`src/rtl/sram_axi_bridge.sv`:
```
// sram_axi_bridge: merges NUM_PORTS SRAM-like request ports onto one AXI3 master.
// All ports share one AR slot. Each port may have up to RD_DEPTH reads in flight,
// and read data is routed back to the port named by RID. Only one write can be in
// flight at a time. Port 0 has the highest priority for both reads and writes.
// The AXI W-channel data output is named wdata_o because the core-side write data
// input already uses the name wdata.
`timescale 1ns/1ps
module sram_axi_bridge #(
    parameter int NUM_PORTS = 2,
    parameter int RD_DEPTH  = 2
) (
    input  logic                      clk,
    input  logic                      resetn,
    // core side, port i occupies slice i
    input  logic [NUM_PORTS-1:0]      req,
    input  logic [NUM_PORTS-1:0]      wr,
    input  logic [2*NUM_PORTS-1:0]    size,
    input  logic [4*NUM_PORTS-1:0]    wstrb,
    input  logic [32*NUM_PORTS-1:0]   addr,
    input  logic [32*NUM_PORTS-1:0]   wdata,
    output logic [NUM_PORTS-1:0]      addr_ok,
    output logic [NUM_PORTS-1:0]      data_ok,
    output logic [32*NUM_PORTS-1:0]   rdata_o,
    // AXI AR
    output logic [3:0]                arid,
    output logic [31:0]               araddr,
    output logic [7:0]                arlen,
    output logic [2:0]                arsize,
    output logic [1:0]                arburst,
    output logic [1:0]                arlock,
    output logic [3:0]                arcache,
    output logic [2:0]                arprot,
    output logic                      arvalid,
    input  logic                      arready,
    // AXI R
    input  logic [3:0]                rid,
    input  logic [31:0]               rdata,
    input  logic [1:0]                rresp,
    input  logic                      rlast,
    input  logic                      rvalid,
    output logic                      rready,
    // AXI AW
    output logic [3:0]                awid,
    output logic [31:0]               awaddr,
    output logic [7:0]                awlen,
    output logic [2:0]                awsize,
    output logic [1:0]                awburst,
    output logic [1:0]                awlock,
    output logic [3:0]                awcache,
    output logic [2:0]                awprot,
    output logic                      awvalid,
    input  logic                      awready,
    // AXI W
    output logic [3:0]                wid,
    output logic [31:0]               wdata_o,
    output logic [3:0]                wstrb_o,
    output logic                      wlast,
    output logic                      wvalid,
    input  logic                      wready,
    // AXI B
    input  logic [3:0]                bid,
    input  logic [1:0]                bresp,
    input  logic                      bvalid,
    output logic                      bready
);

    localparam logic [2:0] RD_MAX = 3'(RD_DEPTH);

    logic                 ar_busy;
    logic [2:0]           rd_cnt [NUM_PORTS];
    logic                 wr_pend;
    logic                 aw_busy;
    logic                 w_busy;
    logic [3:0]           wr_port;

    logic [NUM_PORTS-1:0] rd_elig;
    logic [NUM_PORTS-1:0] wr_elig;
    logic [NUM_PORTS-1:0] rd_grant;
    logic [NUM_PORTS-1:0] wr_grant;
    logic [NUM_PORTS-1:0] r_hit;
    logic                 rd_take;
    logic                 wr_take;
    logic [3:0]           rd_sel;
    logic [3:0]           wr_sel;
    logic [31:0]          rd_addr_sel;
    logic [1:0]           rd_size_sel;
    logic [31:0]          wr_addr_sel;
    logic [1:0]           wr_size_sel;
    logic [31:0]          wr_data_sel;
    logic [3:0]           wr_strb_sel;

    // Response status and error bits are not used by the core.
    logic                 unused_inputs;
    assign unused_inputs = ^{rresp, rlast, bid, bresp};

    assign arlen   = 8'd0;
    assign arburst = 2'd1;
    assign arlock  = 2'd0;
    assign arcache = 4'd0;
    assign arprot  = 3'd0;
    assign awlen   = 8'd0;
    assign awburst = 2'd1;
    assign awlock  = 2'd0;
    assign awcache = 4'd0;
    assign awprot  = 3'd0;

    assign arvalid = ar_busy;
    assign awvalid = aw_busy;
    assign wvalid  = w_busy;
    assign awid    = wr_port;
    assign wid     = wr_port;
    assign wlast   = 1'b1;
    assign rready  = 1'b1;
    // A B response is held back for one cycle when a read beat for the writing port
    // arrives, so that port never sees two completions in the same cycle.
    assign bready  = !(rvalid && (rid == wr_port));

    // Per-port eligibility: depth limit and read-after-write hazard for reads,
    // no reads in flight for writes.
    always_comb begin
        rd_elig = '0;
        wr_elig = '0;
        r_hit   = '0;
        for (int i = 0; i < NUM_PORTS; i++) begin
            r_hit[i]   = rvalid && (rid == 4'(i));
            rd_elig[i] = req[i] && !wr[i] && (rd_cnt[i] < RD_MAX)
                         && !(wr_pend && (addr[32*i+2 +: 30] == awaddr[31:2]));
            wr_elig[i] = req[i] && wr[i] && (rd_cnt[i] == 3'd0);
        end
    end

    // Fixed-priority pick: scanning downwards leaves the lowest eligible index selected.
    always_comb begin
        rd_take     = 1'b0;
        wr_take     = 1'b0;
        rd_sel      = '0;
        wr_sel      = '0;
        rd_addr_sel = '0;
        rd_size_sel = '0;
        wr_addr_sel = '0;
        wr_size_sel = '0;
        wr_data_sel = '0;
        wr_strb_sel = '0;
        for (int i = NUM_PORTS - 1; i >= 0; i--) begin
            if (rd_elig[i]) begin
                rd_take     = !ar_busy;
                rd_sel      = 4'(i);
                rd_addr_sel = addr[32*i +: 32];
                rd_size_sel = size[2*i +: 2];
            end
            if (wr_elig[i]) begin
                wr_take     = !wr_pend;
                wr_sel      = 4'(i);
                wr_addr_sel = addr[32*i +: 32];
                wr_size_sel = size[2*i +: 2];
                wr_data_sel = wdata[32*i +: 32];
                wr_strb_sel = wstrb[4*i +: 4];
            end
        end
    end

    // Core-side handshakes: grants, read-return and write-completion routing.
    always_comb begin
        rd_grant = '0;
        wr_grant = '0;
        addr_ok  = '0;
        data_ok  = '0;
        rdata_o  = '0;
        for (int i = 0; i < NUM_PORTS; i++) begin
            rd_grant[i]         = rd_take && (rd_sel == 4'(i));
            wr_grant[i]         = wr_take && (wr_sel == 4'(i));
            addr_ok[i]          = rd_grant[i] || wr_grant[i];
            data_ok[i]          = r_hit[i] || (bvalid && bready && (wr_port == 4'(i)));
            rdata_o[32*i +: 32] = rdata;
        end
    end

    // AR slot: load on a read grant, release on the AR handshake.
    always_ff @(posedge clk or negedge resetn) begin
        if (!resetn) begin
            ar_busy <= 1'b0;
            arid    <= '0;
            araddr  <= '0;
            arsize  <= '0;
        end else if (rd_take) begin
            ar_busy <= 1'b1;
            arid    <= rd_sel;
            araddr  <= rd_addr_sel;
            arsize  <= {1'b0, rd_size_sel};
        end else if (arready) begin
            ar_busy <= 1'b0;
        end
    end

    // Outstanding reads per port: up on a grant, down on a returned beat.
    always_ff @(posedge clk or negedge resetn) begin
        if (!resetn) begin
            for (int i = 0; i < NUM_PORTS; i++) begin
                rd_cnt[i] <= '0;
            end
        end else begin
            for (int i = 0; i < NUM_PORTS; i++) begin
                case ({rd_grant[i], r_hit[i]})
                    2'b10:   rd_cnt[i] <= rd_cnt[i] + 3'd1;
                    2'b01:   rd_cnt[i] <= rd_cnt[i] - 3'd1;
                    default: rd_cnt[i] <= rd_cnt[i];
                endcase
            end
        end
    end

    // Single write in flight: AW and W load together and retire independently.
    always_ff @(posedge clk or negedge resetn) begin
        if (!resetn) begin
            wr_pend <= 1'b0;
            aw_busy <= 1'b0;
            w_busy  <= 1'b0;
            wr_port <= '0;
            awaddr  <= '0;
            awsize  <= '0;
            wdata_o <= '0;
            wstrb_o <= '0;
        end else if (wr_take) begin
            wr_pend <= 1'b1;
            aw_busy <= 1'b1;
            w_busy  <= 1'b1;
            wr_port <= wr_sel;
            awaddr  <= wr_addr_sel;
            awsize  <= {1'b0, wr_size_sel};
            wdata_o <= wr_data_sel;
            wstrb_o <= wr_strb_sel;
        end else begin
            if (awready) begin
                aw_busy <= 1'b0;
            end
            if (wready) begin
                w_busy <= 1'b0;
            end
            if (bvalid && bready) begin
                wr_pend <= 1'b0;
            end
        end
    end

endmodule

```
`config.mk`:
```
export PLATFORM = sky130hd
export DESIGN_NAME = sram_axi_bridge
export DESIGN_NICKNAME = d
export VERILOG_FILES = /design/src/rtl/sram_axi_bridge.sv
export SDC_FILE = /design/constraint.sdc
export NUM_CORES = 1
export LEC_CHECK = 0
export BUFFER_PORTS_ARGS = -buffer_cell sky130_fd_sc_hd__buf_2
export CORE_AREA = 2 2 166 168
export CTS_BUF_LIST = sky130_fd_sc_hd__clkbuf_8 sky130_fd_sc_hd__clkbuf_16
export CTS_CLUSTER_DIAMETER = 50
export CTS_CLUSTER_SIZE = 40
export DETAILED_ROUTE_END_ITERATION = 10
export DIE_AREA = 0 0 168 170
export PLACE_DENSITY = 0.51
export SLEW_MARGIN = 20
export SYNTH_ARGS = -nofsm -noshare
export SYNTH_HDL_FRONTEND = slang
export SYNTH_SLANG_ARGS = --single-unit
```
`constraint.sdc`:
```
create_clock -name clk -period 3.35 [get_ports clk]
set_clock_uncertainty 0.1 [all_clocks]
set_input_delay 0.335 -clock clk [delete_from_list [all_inputs] [get_ports clk]]
set_output_delay 0.335 -clock clk [all_outputs]
set_load 0.005 [all_outputs]
```
* Word level (Yosys, flattened, before mapping)
Cells that the tools add are included.
** Storage, ports and cells
- Register bits after elaboration :: 122
- Bits of input ports :: 196
- Output and inout bits :: 230
** Cells by class
- Add/subtract/negate cells :: 4
- Order comparisons :: 2
- Eq/ne operators :: 11
- Multiplexer cells :: 30
- Reductions and logical operators :: 45
** Operators with widths (count)
- 2-to-1 mux 32 bit :: 6
- == test 30 bit :: 2
- logical AND 1 bit :: 22
- == test 4 x 1 -> 1 bit (second input constant) :: 4
- logical NOT 4 bit :: 4
- 2-to-1 mux 4 bit :: 4
- 2-to-1 mux 1 bit :: 14
- one-hot mux 3 bit (2 select lines) :: 2
- nonzero test 2 bit :: 6
- 2-to-1 mux 2 bit :: 4
- logical NOT 1 bit :: 7
- adder 3 x 1 -> 3 bit (second input constant) :: 2
- logical NOT 3 bit :: 2
- less-than comparator 3 x 2 -> 1 bit (second input constant) :: 2
- subtractor 3 x 1 -> 3 bit (second input constant) :: 2
- == test 2 x 1 -> 1 bit (second input constant) :: 2
- == test 2 bit (second input constant) :: 2
- == test 4 bit :: 1
- logical OR 1 bit :: 4

* Depth between registers and ports, before layout
Gate-level depths: netlist of the first run.
- Depth in word-level cells :: 10
- Depth in mapped cells :: 11

* Worst setup path after synthesis of the first run
OpenSTA, ideal clock, no wires.
- Kind :: flip-flop to flip-flop
- Start point :: reg awaddr[19]
- End point :: reg rd_cnt[2] (netlist name)
- Library setup time :: 0.125 ns
- Data arrival time :: 2.554 ns
- Required time :: 3.125 ns
- Setup slack :: 0.571 ns
- Stages on the path, launching flop included :: 12
- Path buffers :: 1
- Period minus slack after synthesis :: 2.779 ns
- Path through :: dfrtp_1 > xnor2_1 > nand4_1 > nor4_1 > a211o_1 > nand3_2 > buf_1 > ha_1 > fa_1 > xnor2_1 > nor2_1 > xor2_1
** Between the ends
- Cells in the longest elaborated chain, start to end :: 10
- Elaborated cells on any way between the ends :: 18
- Those cells by class :: eq/ne (5); mux (5); reduce/logical (8)
** Ends and longest elaborated chain
- from (decl) :: line 44 : output logic [31:0] awaddr,
- from (signal assigned) :: line 228 : awaddr <= wr_addr_sel;
- == test 30 bit :: line 127 : && !(wr_pend && (addr[32*i+2 +: 30] == awaddr[31:2]));
- logical AND 1 bit :: line 127
- logical NOT 1 bit :: line 127
- logical AND 1 bit :: line 127
- 2-to-1 mux 1 bit :: line 145 : if (rd_elig[i]) begin
- 2-to-1 mux 4 bit :: line 145
- == test 4 x 1 -> 1 bit :: line 170 : rd_grant[i] = rd_take && (rd_sel == 4'(i));
- logical AND 1 bit * :: line 170
- == test 2 x 1 -> 1 bit / == test 2 bit (equally long branches) :: line 203 : case ({rd_grant[i], r_hit[i]})
- one-hot mux 3 bit (2 select lines) / nonzero test 2 bit (equally long branches)
- to (signal, indexed assignment) :: line 204 : 2'b10: rd_cnt[i] <= rd_cnt[i] + 3'd1;
- to (signal, indexed assignment) :: line 205 : 2'b01: rd_cnt[i] <= rd_cnt[i] - 3'd1;
- to (signal, indexed assignment) :: line 206 : default: rd_cnt[i] <= rd_cnt[i];
- to (decl) :: line 70 : logic [2:0] rd_cnt [NUM_PORTS];
Mark *: on every way between the ends. The rest lies on a longest branch, timed or not.
A chain may end at the register's enable or synchronous reset.

* Worst setup path after layout of the first run
- Start point :: reg awaddr[3]
- End point :: out addr_ok[1]
** Between the ends
- Cells in the longest elaborated chain, start to end :: 9
- Elaborated cells on any way between the ends :: 15
- Those cells by class :: eq/ne (3); mux (4); reduce/logical (8)
** Ends and longest elaborated chain
- == test 30 bit :: line 127
- logical AND 1 bit :: line 127
- logical NOT 1 bit :: line 127
- logical AND 1 bit :: line 127
- 2-to-1 mux 1 bit :: line 145
- 2-to-1 mux 4 bit :: line 145
- == test 4 x 1 -> 1 bit :: line 170
- logical AND 1 bit * :: line 170
- logical OR 1 bit * :: line 172 : addr_ok[i] = rd_grant[i] || wr_grant[i];
- to (decl) :: line 21 : output logic [NUM_PORTS-1:0] addr_ok,
Marks and branches as above.

==> results of run 1 <==
[cell type report]
class                      count  area [um2]  area share
multi-input combinational    455        2800       0.327
tap                          341         427      0.0499
antenna                        1        2.50    0.000293
sequential                   116        2910       0.340
inverter                      76         285      0.0334
clock inverter                13         171      0.0200
timing repair buffer         287        1510       0.177
clock buffer                  19         453      0.0530
[critical path, cell delays in order, from the launching register on]
cell	delay [ns]
dfrtp_1	0.43
xnor2_1	0.36
nand4_1	0.15
nor4_1	0.38
nand2_1	0.21
nand3_2	0.14
buf_6	0.30
o21ai_1	0.13
buf_2	0.15
[per-stage QoR]
stage,worst slack [ns],std cells
after detailed placement,0.414,1272
final,0.242,1308
after CTS,0.0391,1307
after global placement,0.477,1272
after floorplan,0.571,804
after global routing,0.00248,1308
[registers in the layout, summed over array words and instances, names as in the netlist]
name	cells
awvalid	1
awid	1
wvalid	1
wdata_o	32
wstrb_o	4
awsize	2
araddr	32
arid	1
rd_cnt	6
wr_pend	1
arsize	2
arvalid	1
awaddr	32
[report_power, final]
part,switching [uW],internal [uW]
clock network,723,1220
registers,501,2070
logic,1620,1270
[routing by layer]
metal | global-route usage | vias up | routed length (um)
li1 | - | 2783 | -
met1 | 0.193 | 2812 | 9660
met2 | 0.277 | 228 | 11600
met3 | 0.0551 | 47 | 1830
met4 | 0.0552 | 0 | 501
met5 | 0 | - | 0
[layout by cell type (no fill, tap or decap), drive strengths merged, types with 3 or more instances in the layout]
cell type,n
o21ai,78
buf,284
nand4,14
nor4,4
a21o,3
a22oi,70
dfrtp,116
dlygate4sd3,3
nor2,5
xnor2,65
nand2,107
o221ai,34
inv,80
a21oi,3
nand3,3
clkinv,4
clkbuf,19
conb,51
bufinv,3
[repair_timing]
item                                    in CTS  in global routing
endpoints found under the setup margin       0                  1
hold endpoints to repair                    83                  0
gates resized for setup                      0                  3
hold buffers                                 3                  0
[logic make-up after synthesis]
kind of cell             count (synthesis)  synth area share
adder cells (fa/ha/maj)                  4           0.00952
other                                    2           0.00110
multiplexers                             2           0.00330
AO/OA/AOI/OAI                          190             0.188
buffers and inverters                  233             0.198
AND/OR/NAND/NOR                        141            0.0899
flip-flops                             116             0.425
XOR/XNOR                                67            0.0859
[path summary, 6_finish.rpt]
check / from / to / slack (ns) / depth (start not counted)
hold reg to reg: rd_cnt[5]$_DFFE_PN0P_ / rd_cnt[5]$_DFFE_PN0P_ / 0.37 / 1
hold / removal: size[1] / arsize[1]$_DFFE_PN0P_ / 0.05 / 3
setup / recovery: awaddr[3]$_DFFE_PN0P_ / addr_ok[1] / 0.24 / 8
setup reg to reg: awaddr[10]$_DFFE_PN0P_ / rd_cnt[2]$_DFFE_PN0P_ / 0.47 / 11
min in group asynchronous: resetn / araddr[14]$_DFFE_PN0P_ / 0.45 / 2
max in group asynchronous: resetn / araddr[2]$_DFFE_PN0P_ / 1.94 / 3
==> flow_summary.json, run 1 <==
{
  "outcome": "finished, final reports clean",
  "yosys_most_used_dff": "dfrtp_1",
  "cts.repair_timing.setup_buffer_count": 0,
  "worst-slew-pin-transition_ns": 0.990,
  "timing.final.hold_violations": 0,
  "final_period_minus_worst_setup_slack_ns": 3.11,
  "i_o_pins": 426,
  "fin_tns_setup_ns": 0,
  "power.static_leakage_uw": 0.00417,
  "core.rowCount": 60,
  "dr_total_vias": 5870,
  "die_area_mm2": 0.0286,
  "final_min_period_over_clock_period": 0.928,
  "initial_util": 0.256,
  "buffer_ports.inserted": 269,
  "grt_start_max_net_pins": 84,
  "route.final.wire_length_mm": 23.6,
  "post-synth-top-area-fraction": 0.425,
  "largest_area_contributor_in_the_netlist": "dfrtp_1",
  "number_of_iterations_in_the_first_detailed_routing_pass": 5,
  "layout.core_utilization": 0.321,
  "design.core.area_mm2": 0.0267,
  "placed_area_mm2": 0.00788,
  "fillerInstances": 2815,
  "gpl.final_weighted_congestion": 0.742,
  "syn2layout_area_growth_pct": 25.2,
  "power.ir.vdd_worst_mv": 0.323,
  "library_cell_with_the_highest_instance_count_after_synthesis": "buf_4",
  "synth.top_cells.by_area": "dfrtp_1 42%, buf_4 14%, xnor2_1 8.3%",
  "drive_above_1_share": 0.341,
  "final-setup-viol-count": 0,
  "sort_of_element_at_the_start_of_the_critical_path": "register",
  "distinct_cell_type_count_after_synthesis": 36,
  "synthesis.instances": 755,
  "ant_nets": 0,
  "cp_data_required_time_ns": 2.91,
  "first_pass_grt_wire_length_mm": 35.0,
  "postLayoutCellArea_mm2": 0.00855,
  "hp-class": "primary input to register",
  "timing.setup.critical_path_class": "register to primary output",
  "seq_cells_post_synth": 116,
  "commonest_cells_in_the_netlist": "126 x buf_4, 116 x dfrtp_1, 107 x nand2_1",
  "count_of_flip_flops_with_a_built_in_enable_after_synthesis": 0,
  "maxCapViolations": 0,
  "net_total_in_the_final_layout": 1153,
  "totalPowerFinal_uw": 7410,
  "clk_root_buffer_cell": "clkbuf_16",
  "gr-usage-all-layers": 0.163,
  "place_hpwl_mm": 17.4,
  "dieHeight_um": 170,
  "power_density_mw_per_mm2": 867,
  "worstPathMaxFanout": 35,
  "grt-ovfl-total": 0,
  "synth_seq_area_share": 0.425,
  "cts_sinks": 116,
  "max_slew_headroom_at_the_worst_pin": 0.337,
  "rsz0062_at_grt": "no",
  "clock_tree_from_tritoncts": "done",
  "hold-worst-slack_ns": 0.0511,
  "avgSynthCellArea_um2": 9.05,
  "avgRoutedWirePerCell_um": 18.0,
  "worst-endpoint-arrival_ns": 2.67,
  "worst_skew_pair.late_latency_ns": 0.42,
  "fmaxAchievable_mhz": 322,
  "synth-async-reset-ratio": 1.00,
  "fp.dieW_um": 168,
  "clock_tree.htree_level_count": 4,
  "grt_pass1_vias": 5710,
  "cts.clk_slew.worst_paths_ns": 0.06,
  "post_synthesis_cell_area_mm2": 0.00683,
  "max_slew_violation_count": 0,
  "post_drt_via_cell_ratio": 4.49,
  "timing.critical_path.to_type": "primary output",
  "numCtsBuffers": 17,
  "number_of_antenna_violations_at_the_first_check_in_global_routing": 1,
  "initialDrtViolationCount": 253,
  "detail_route.drc_violations": 0,
  "yosys_warnings": 0,
  "clock_tree.buffer_depth": 2
}
(Power assumes the default switching activity.)
==> run 2, diff against run 1 <==
ABC_AREA = 1   (was unset)
CORE_AREA = 2 2 167 169   (was 2 2 166 168)
DIE_AREA = 0 0 169 171   (was 0 0 168 170)
PLACE_DENSITY = 0.54   (was 0.51)
==> flow_summary.json, run 2 <==
{
  "final_common_cell": "nand2_1",
  "timing.setup.critical_path_class": "register to register",
  "totalPowerFinal_uw": 7340,
  "power.ir.vdd_worst_mv": 0.339,
  "initial_util": 0.280,
  "synth.top_cells.by_area": "dfrtp_1 38%, nand2_1 20%, buf_4 12%",
  "antennaDiodeCount": 0,
  "seqPwrFrac": 0.348,
  "buffer_ports.inserted": 269,
  "post_drt_via_cell_ratio": 4.46,
  "gpl.final_weighted_congestion": 0.785,
  "sort_of_element_at_the_start_of_the_critical_path": "register",
  "hp-class": "primary input to register",
  "dr_total_vias": 7157,
  "clock_tree.htree_level_count": 4,
  "post_synthesis_cell_area_mm2": 0.00765,
  "cell_internal_pwr_uw": 4310,
  "drive_above_1_share": 0.281,
  "seq_cells_post_synth": 116,
  "dieHeight_um": 171,
  "grt_pass1_vias": 6914,
  "mostFrequentLayoutCells": "406 x nand2_1, 268 x buf_2, 116 x dfrtp_1, 91 x inv_1, 54 x a22oi_1",
  "clock_tree_from_tritoncts": "done",
  "yosys_most_used_dff": "dfrtp_1",
  "synth-async-reset-ratio": 1.00,
  "grt_start_max_net_pins": 64,
  "multiInputGateArea_mm2": 0.00341,
  "worst-slew-pin-transition_ns": 0.781,
  "library_cell_with_the_highest_instance_count_after_synthesis": "nand2_1",
  "max_slew_violation_count": 0,
  "worst-endpoint-arrival_ns": 2.96,
  "gr-usage-met3": 0.0379,
  "avgSynthCellArea_um2": 7.28,
  "groute.layer.met1.usage": 0.229,
  "pwr-share-comb": 0.395,
  "post-synth-top-area-fraction": 0.379,
  "synthesis.instances": 1052,
  "register_area_mm2": 0.00290,
  "power_density_mw_per_mm2": 793,
  "distinct_cell_type_count_after_synthesis": 32,
  "number_of_iterations_in_the_first_detailed_routing_pass": 4,
  "number_of_antenna_violations_at_the_first_check_in_global_routing": 0,
  "gr_busiest_metal": "met2",
  "cp_data_required_time_ns": 3.59,
  "ant_nets": 0,
  "yosys_warnings": 0,
  "fmaxAchievable_mhz": 368,
  "final_period_minus_worst_setup_slack_ns": 2.72,
  "postLayoutCellArea_mm2": 0.00925,
  "clock_tree.buffer_depth": 2,
  "rsz0062_at_grt": "no",
  "groute.layer.met2.usage": 0.322,
  "timing.final.hold_violations": 0,
  "numCtsBuffers": 17,
  "largest_area_contributor_in_the_netlist": "dfrtp_1",
  "post_cts.resized_instances": 0,
  "net_total_in_the_final_layout": 1444,
  "power.static_leakage_uw": 0.00513,
  "switching_share": 0.413,
  "count_of_flip_flops_with_a_built_in_enable_after_synthesis": 0,
  "final_min_period_over_clock_period": 0.812,
  "fp.dieW_um": 169,
  "synth_seq_area_share": 0.379,
  "cts.clk_slew.worst_paths_ns": 0.07,
  "fillerInstances": 2975,
  "cts_sinks": 116,
  "largestRegisters": "araddr (32), awaddr (32), wdata_o (32)",
  "worstPathMaxFanout": 63,
  "first_pass_grt_wire_length_mm": 40.1,
  "place_hpwl_mm": 19.2,
  "outcome": "finished, final reports clean",
  "share_clk_of_total_power": 0.257,
  "maxCapViolations": 0,
  "syn2layout_area_growth_pct": 20.8,
  "detail_route.drc_violations": 0,
  "sw_pwr_uw": 3030,
  "final-setup-viol-count": 0,
  "placed_area_mm2": 0.00862,
  "grt-ovfl-total": 0,
  "max_slew_headroom_at_the_worst_pin": 0.479,
  "gr-usage-all-layers": 0.183,
  "fin_tns_setup_ns": 0,
  "cts_hold_buf": 4,
  "core.rowCount": 61,
  "cts.repair_timing.setup_buffer_count": 0,
  "design.core.area_mm2": 0.0273,
  "commonest_cells_in_the_netlist": "406 x nand2_1, 118 x buf_4, 116 x dfrtp_1",
  "avgRoutedWirePerCell_um": 16.4,
  "initialDrtViolationCount": 375,
  "die_area_mm2": 0.0289,
  "clk_root_buffer_cell": "clkbuf_16",
  "worst_skew_pair.late_latency_ns": 0.43,
  "i_o_pins": 426,
  "timing.critical_path.to_type": "register",
  "route.final.wire_length_mm": 26.3
}
-- run 2: power groups by stage --
stage	clock network (uW)	registers (uW)	logic [uW]
4_1_cts	1940	2550	2980
5_1_grt	2010	2650	3320
6_report	1880	2550	2900
2_1_floorplan	0	2580	1700
3_3_place_gp	0	2540	2910
3_5_place_dp	0	2560	2970
-- run 2: worst paths after layout --
kind	startpoint	endpoint	slack, ns	cells after the start
worst max-delay path	rd_cnt[4]$_DFFE_PN0P_	wdata_o[22]$_DFFE_PN0P_	0.63	11
worst min-delay path	wstrb[5]	wstrb_o[1]$_DFFE_PN0P_	0.08	3
worst max register to register	rd_cnt[4]$_DFFE_PN0P_	wdata_o[22]$_DFFE_PN0P_	0.63	11
worst min register to register	araddr[19]$_DFFE_PN0P_	araddr[19]$_DFFE_PN0P_	0.37	2
max in group asynchronous	resetn	awaddr[2]$_DFFE_PN0P_	2.01	3
min in group asynchronous	resetn	wdata_o[1]$_DFFE_PN0P_	0.35	2
-- run 2: critical path, stage by stage, from the launching register on --
cell	delay, ns
dfrtp_1	0.42
nor2_1	0.11
and3_2	0.21
inv_2	0.20
nand2_4	0.34
inv_4	0.05
nand2_2	0.10
nand2_4	0.06
inv_4	0.55
buf_12	0.30
nand2_1	0.07
o21ai_1	0.08
-- run 2: cell type report --
cell class / count / area share
clock buffer: 17 / 0.0460
inverter: 102 / 0.0419
timing repair buffer: 284 / 0.166
sequential: 116 / 0.314
tap: 346 / 0.0468
clock inverter: 15 / 0.0173
multi-input combinational: 723 / 0.368
-- run 2: cell families (layout without fill, tap and decap cells) --
logic type	count (synthesis)	in the layout	share of synthesized area
flip-flops	116	116	0.379
multiplexers	2	2	0.00294
AO/OA/AOI/OAI	160	160	0.136
other	2	51	0.000981
adder cells (fa/ha/maj)	4	4	0.00850
XOR/XNOR	17	17	0.0195
AND/OR/NAND/NOR	489	489	0.252
buffers and inverters	262	418	0.201
-- run 2: per-layer routing --
metal / vias up / part of all wire
met1: 3288 / 0.43
met2: 277 / 0.49
met4: 0 / 0.016
met3: 36 / 0.055
li1: 3556 / -
met5: - / 0
-- run 2: metrics by stage --
stage	hold WS (ns)	worst slack [ns]	utilization	std cells
after detailed placement	0.266	0.554	0.316	1567
after floorplan	-0.0606	0.816	-	1101
final	0.0799	0.630	0.338	1603
after CTS	0.0614	0.575	0.338	1603
after global placement	0.266	0.560	0.315	1566
after global routing	0.0789	0.309	0.338	1603
==> run 3, diff against run 2 <==
clock period = 2.7 ns   (was 3.35 ns; I/O delays follow)
==> flow_summary.json, run 3 (synthesized netlist as in run 2, its figures left out) <==
{
  "clock_tree.htree_level_count": 4,
  "die_area_mm2": 0.0289,
  "totalPowerFinal_uw": 9150,
  "grt_start_max_net_pins": 63,
  "gr-usage-all-layers": 0.186,
  "max_slew_violation_count": 0,
  "avgRoutedWirePerCell_um": 16.3,
  "place_hpwl_mm": 19.5,
  "pwr-share-comb": 0.410,
  "groute.layer.met1.usage": 0.233,
  "r2r_slack_ns": 0.22,
  "cp_data_required_time_ns": 2.33,
  "fin_tns_setup_ns": 0,
  "number_of_iterations_in_the_first_detailed_routing_pass": 5,
  "multiInputGateArea_mm2": 0.00346,
  "drive_above_1_share": 0.303,
  "syn2layout_area_growth_pct": 23.6,
  "number_of_antenna_violations_at_the_first_check_in_global_routing": 1,
  "core.rowCount": 61,
  "postLayoutCellArea_mm2": 0.00946,
  "final-setup-viol-count": 0,
  "fmaxAchievable_mhz": 403,
  "initial_util": 0.280,
  "cts_sinks": 116,
  "share_clk_of_total_power": 0.244,
  "worst_hold_startpoint": "wstrb[6]",
  "cts.clk_slew.worst_paths_ns": 0.07,
  "ant_nets": 0,
  "fillerInstances": 2959,
  "worst-slew-pin-transition_ns": 0.673,
  "design.core.area_mm2": 0.0273,
  "detail_route.drc_violations": 0,
  "sort_of_element_at_the_start_of_the_critical_path": "register",
  "grt_pass1_vias": 7024,
  "gr-usage-met3": 0.0433,
  "first_pass_grt_wire_length_mm": 40.7,
  "numCtsBuffers": 17,
  "power.static_leakage_uw": 0.00523,
  "register_area_mm2": 0.00290,
  "cell_internal_pwr_uw": 5450,
  "power.ir.vdd_worst_mv": 0.418,
  "outcome": "finished, final reports clean",
  "placement.setup.worst_slack_ns": 0.118,
  "switching_share": 0.405,
  "clk_root_buffer_cell": "clkbuf_16",
  "layout.core_utilization": 0.346,
  "gr_busiest_metal": "met2",
  "critPathLaunch": "awaddr[13]$_DFFE_PN0P_",
  "timing.final.hold_violations": 0,
  "timing.critical_path.to_type": "primary output",
  "buffer_ports.inserted": 269,
  "worstPathMaxFanout": 3,
  "placed_area_mm2": 0.00877,
  "mostFrequentLayoutCells": "402 x nand2_1, 268 x buf_2, 115 x dfrtp_1, 91 x inv_1, 54 x a22oi_1",
  "grt-ovfl-total": 0,
  "finalWorstSetupSlack_ns": 0.217,
  "gpl.final_weighted_congestion": 0.776,
  "final_period_minus_worst_setup_slack_ns": 2.48,
  "initialDrtViolationCount": 322,
  "power_density_mw_per_mm2": 967,
  "timing.setup.critical_path_class": "register to primary output",
  "post_drt_via_cell_ratio": 4.43,
  "clock_tree_from_tritoncts": "done",
  "dieHeight_um": 171,
  "i_o_pins": 426,
  "final_min_period_over_clock_period": 0.920,
  "route.final.wire_length_mm": 26.5,
  "fp.dieW_um": 169,
  "rsz0062_at_grt": "no",
  "worst_skew_pair.late_latency_ns": 0.42,
  "net_total_in_the_final_layout": 1464,
  "dr_total_vias": 7190,
  "clock_tree.buffer_depth": 2,
  "seqPwrFrac": 0.346,
  "groute.layer.met2.usage": 0.321,
  "hp-class": "primary input to register",
  "maxCapViolations": 0,
  "sw_pwr_uw": 3700,
  "r2r_start": "awaddr[13]$_DFFE_PN0P_",
  "largestRegisters": "araddr (32), awaddr (32), wdata_o (32)",
  "max_slew_headroom_at_the_worst_pin": 0.551,
  "final_common_cell": "nand2_1",
  "worst-endpoint-arrival_ns": 2.11
}
[run 3: worst paths after layout]
path	to	depth (start not counted)
min in group asynchronous	wdata_o[6]$_DFFE_PN0P_	2
worst min-delay path	wstrb_o[2]$_DFFE_PN0P_	3
worst max register to register	rd_cnt[1]$_DFFE_PN0P_	14
worst min register to register	araddr[0]$_DFFE_PN0P_	2
max in group asynchronous	araddr[0]$_DFFE_PN0P_	3
worst max-delay path	addr_ok[1]	14
[run 3: timing repair]
item / CTS / global route
resized for setup: 0 / 19
setup endpoints to repair: 0 / 5
endpoints found under the hold margin: 64 / 0
setup buffers: 0 / 1
hold buffers: 5 / 0
[run 3: cell type report]
class / instances / area share
Multi-Input combinational cell: 723 / 0.366
Tap cell: 346 / 0.0457
Inverter: 102 / 0.0410
Clock buffer: 18 / 0.0464
Timing Repair Buffer: 304 / 0.180
Antenna cell: 1 / 0.000264
Sequential cell: 116 / 0.307
Clock inverter: 14 / 0.0136
[run 3: per-stage QoR]
step	hold slack, ns	instances
after CTS	0.00362	1622
after global routing	0.0205	1624
after floorplan	-0.126	1101
after global placement	0.217	1585
final	0.0249	1624
after detailed placement	0.226	1585
[run 3: power groups by stage]
stage	sequential (uW)	clock (uW)	combinational [uW]
after floorplan	3200	0	2100
after global placement	3150	0	3760
after detailed placement	3180	0	3800
after CTS	3170	2320	3810
after global routing	3300	2400	4280
final	3160	2240	3750
[run 3: routing by layer]
metal / part of all wire / wire length, um
met1: 0.43 / 11500
met2: 0.49 / 12900
met3: 0.058 / 1550
met4: 0.020 / 524
met5: 0 / 0
[run 3: worst max-delay path: stages (launching register included)]
cell,delay (ns)
dfrtp_1,0.38
buf_4,0.14
nand2_2,0.08
o21ai_0,0.08
nor2_1,0.13
nand2_1,0.06
nor2_1,0.10
buf_4,0.13
nand2_2,0.07
nor2_4,0.12
nor2_4,0.04
nand3_2,0.07
buf_4,0.12
nand2_1,0.04
buf_2,0.13
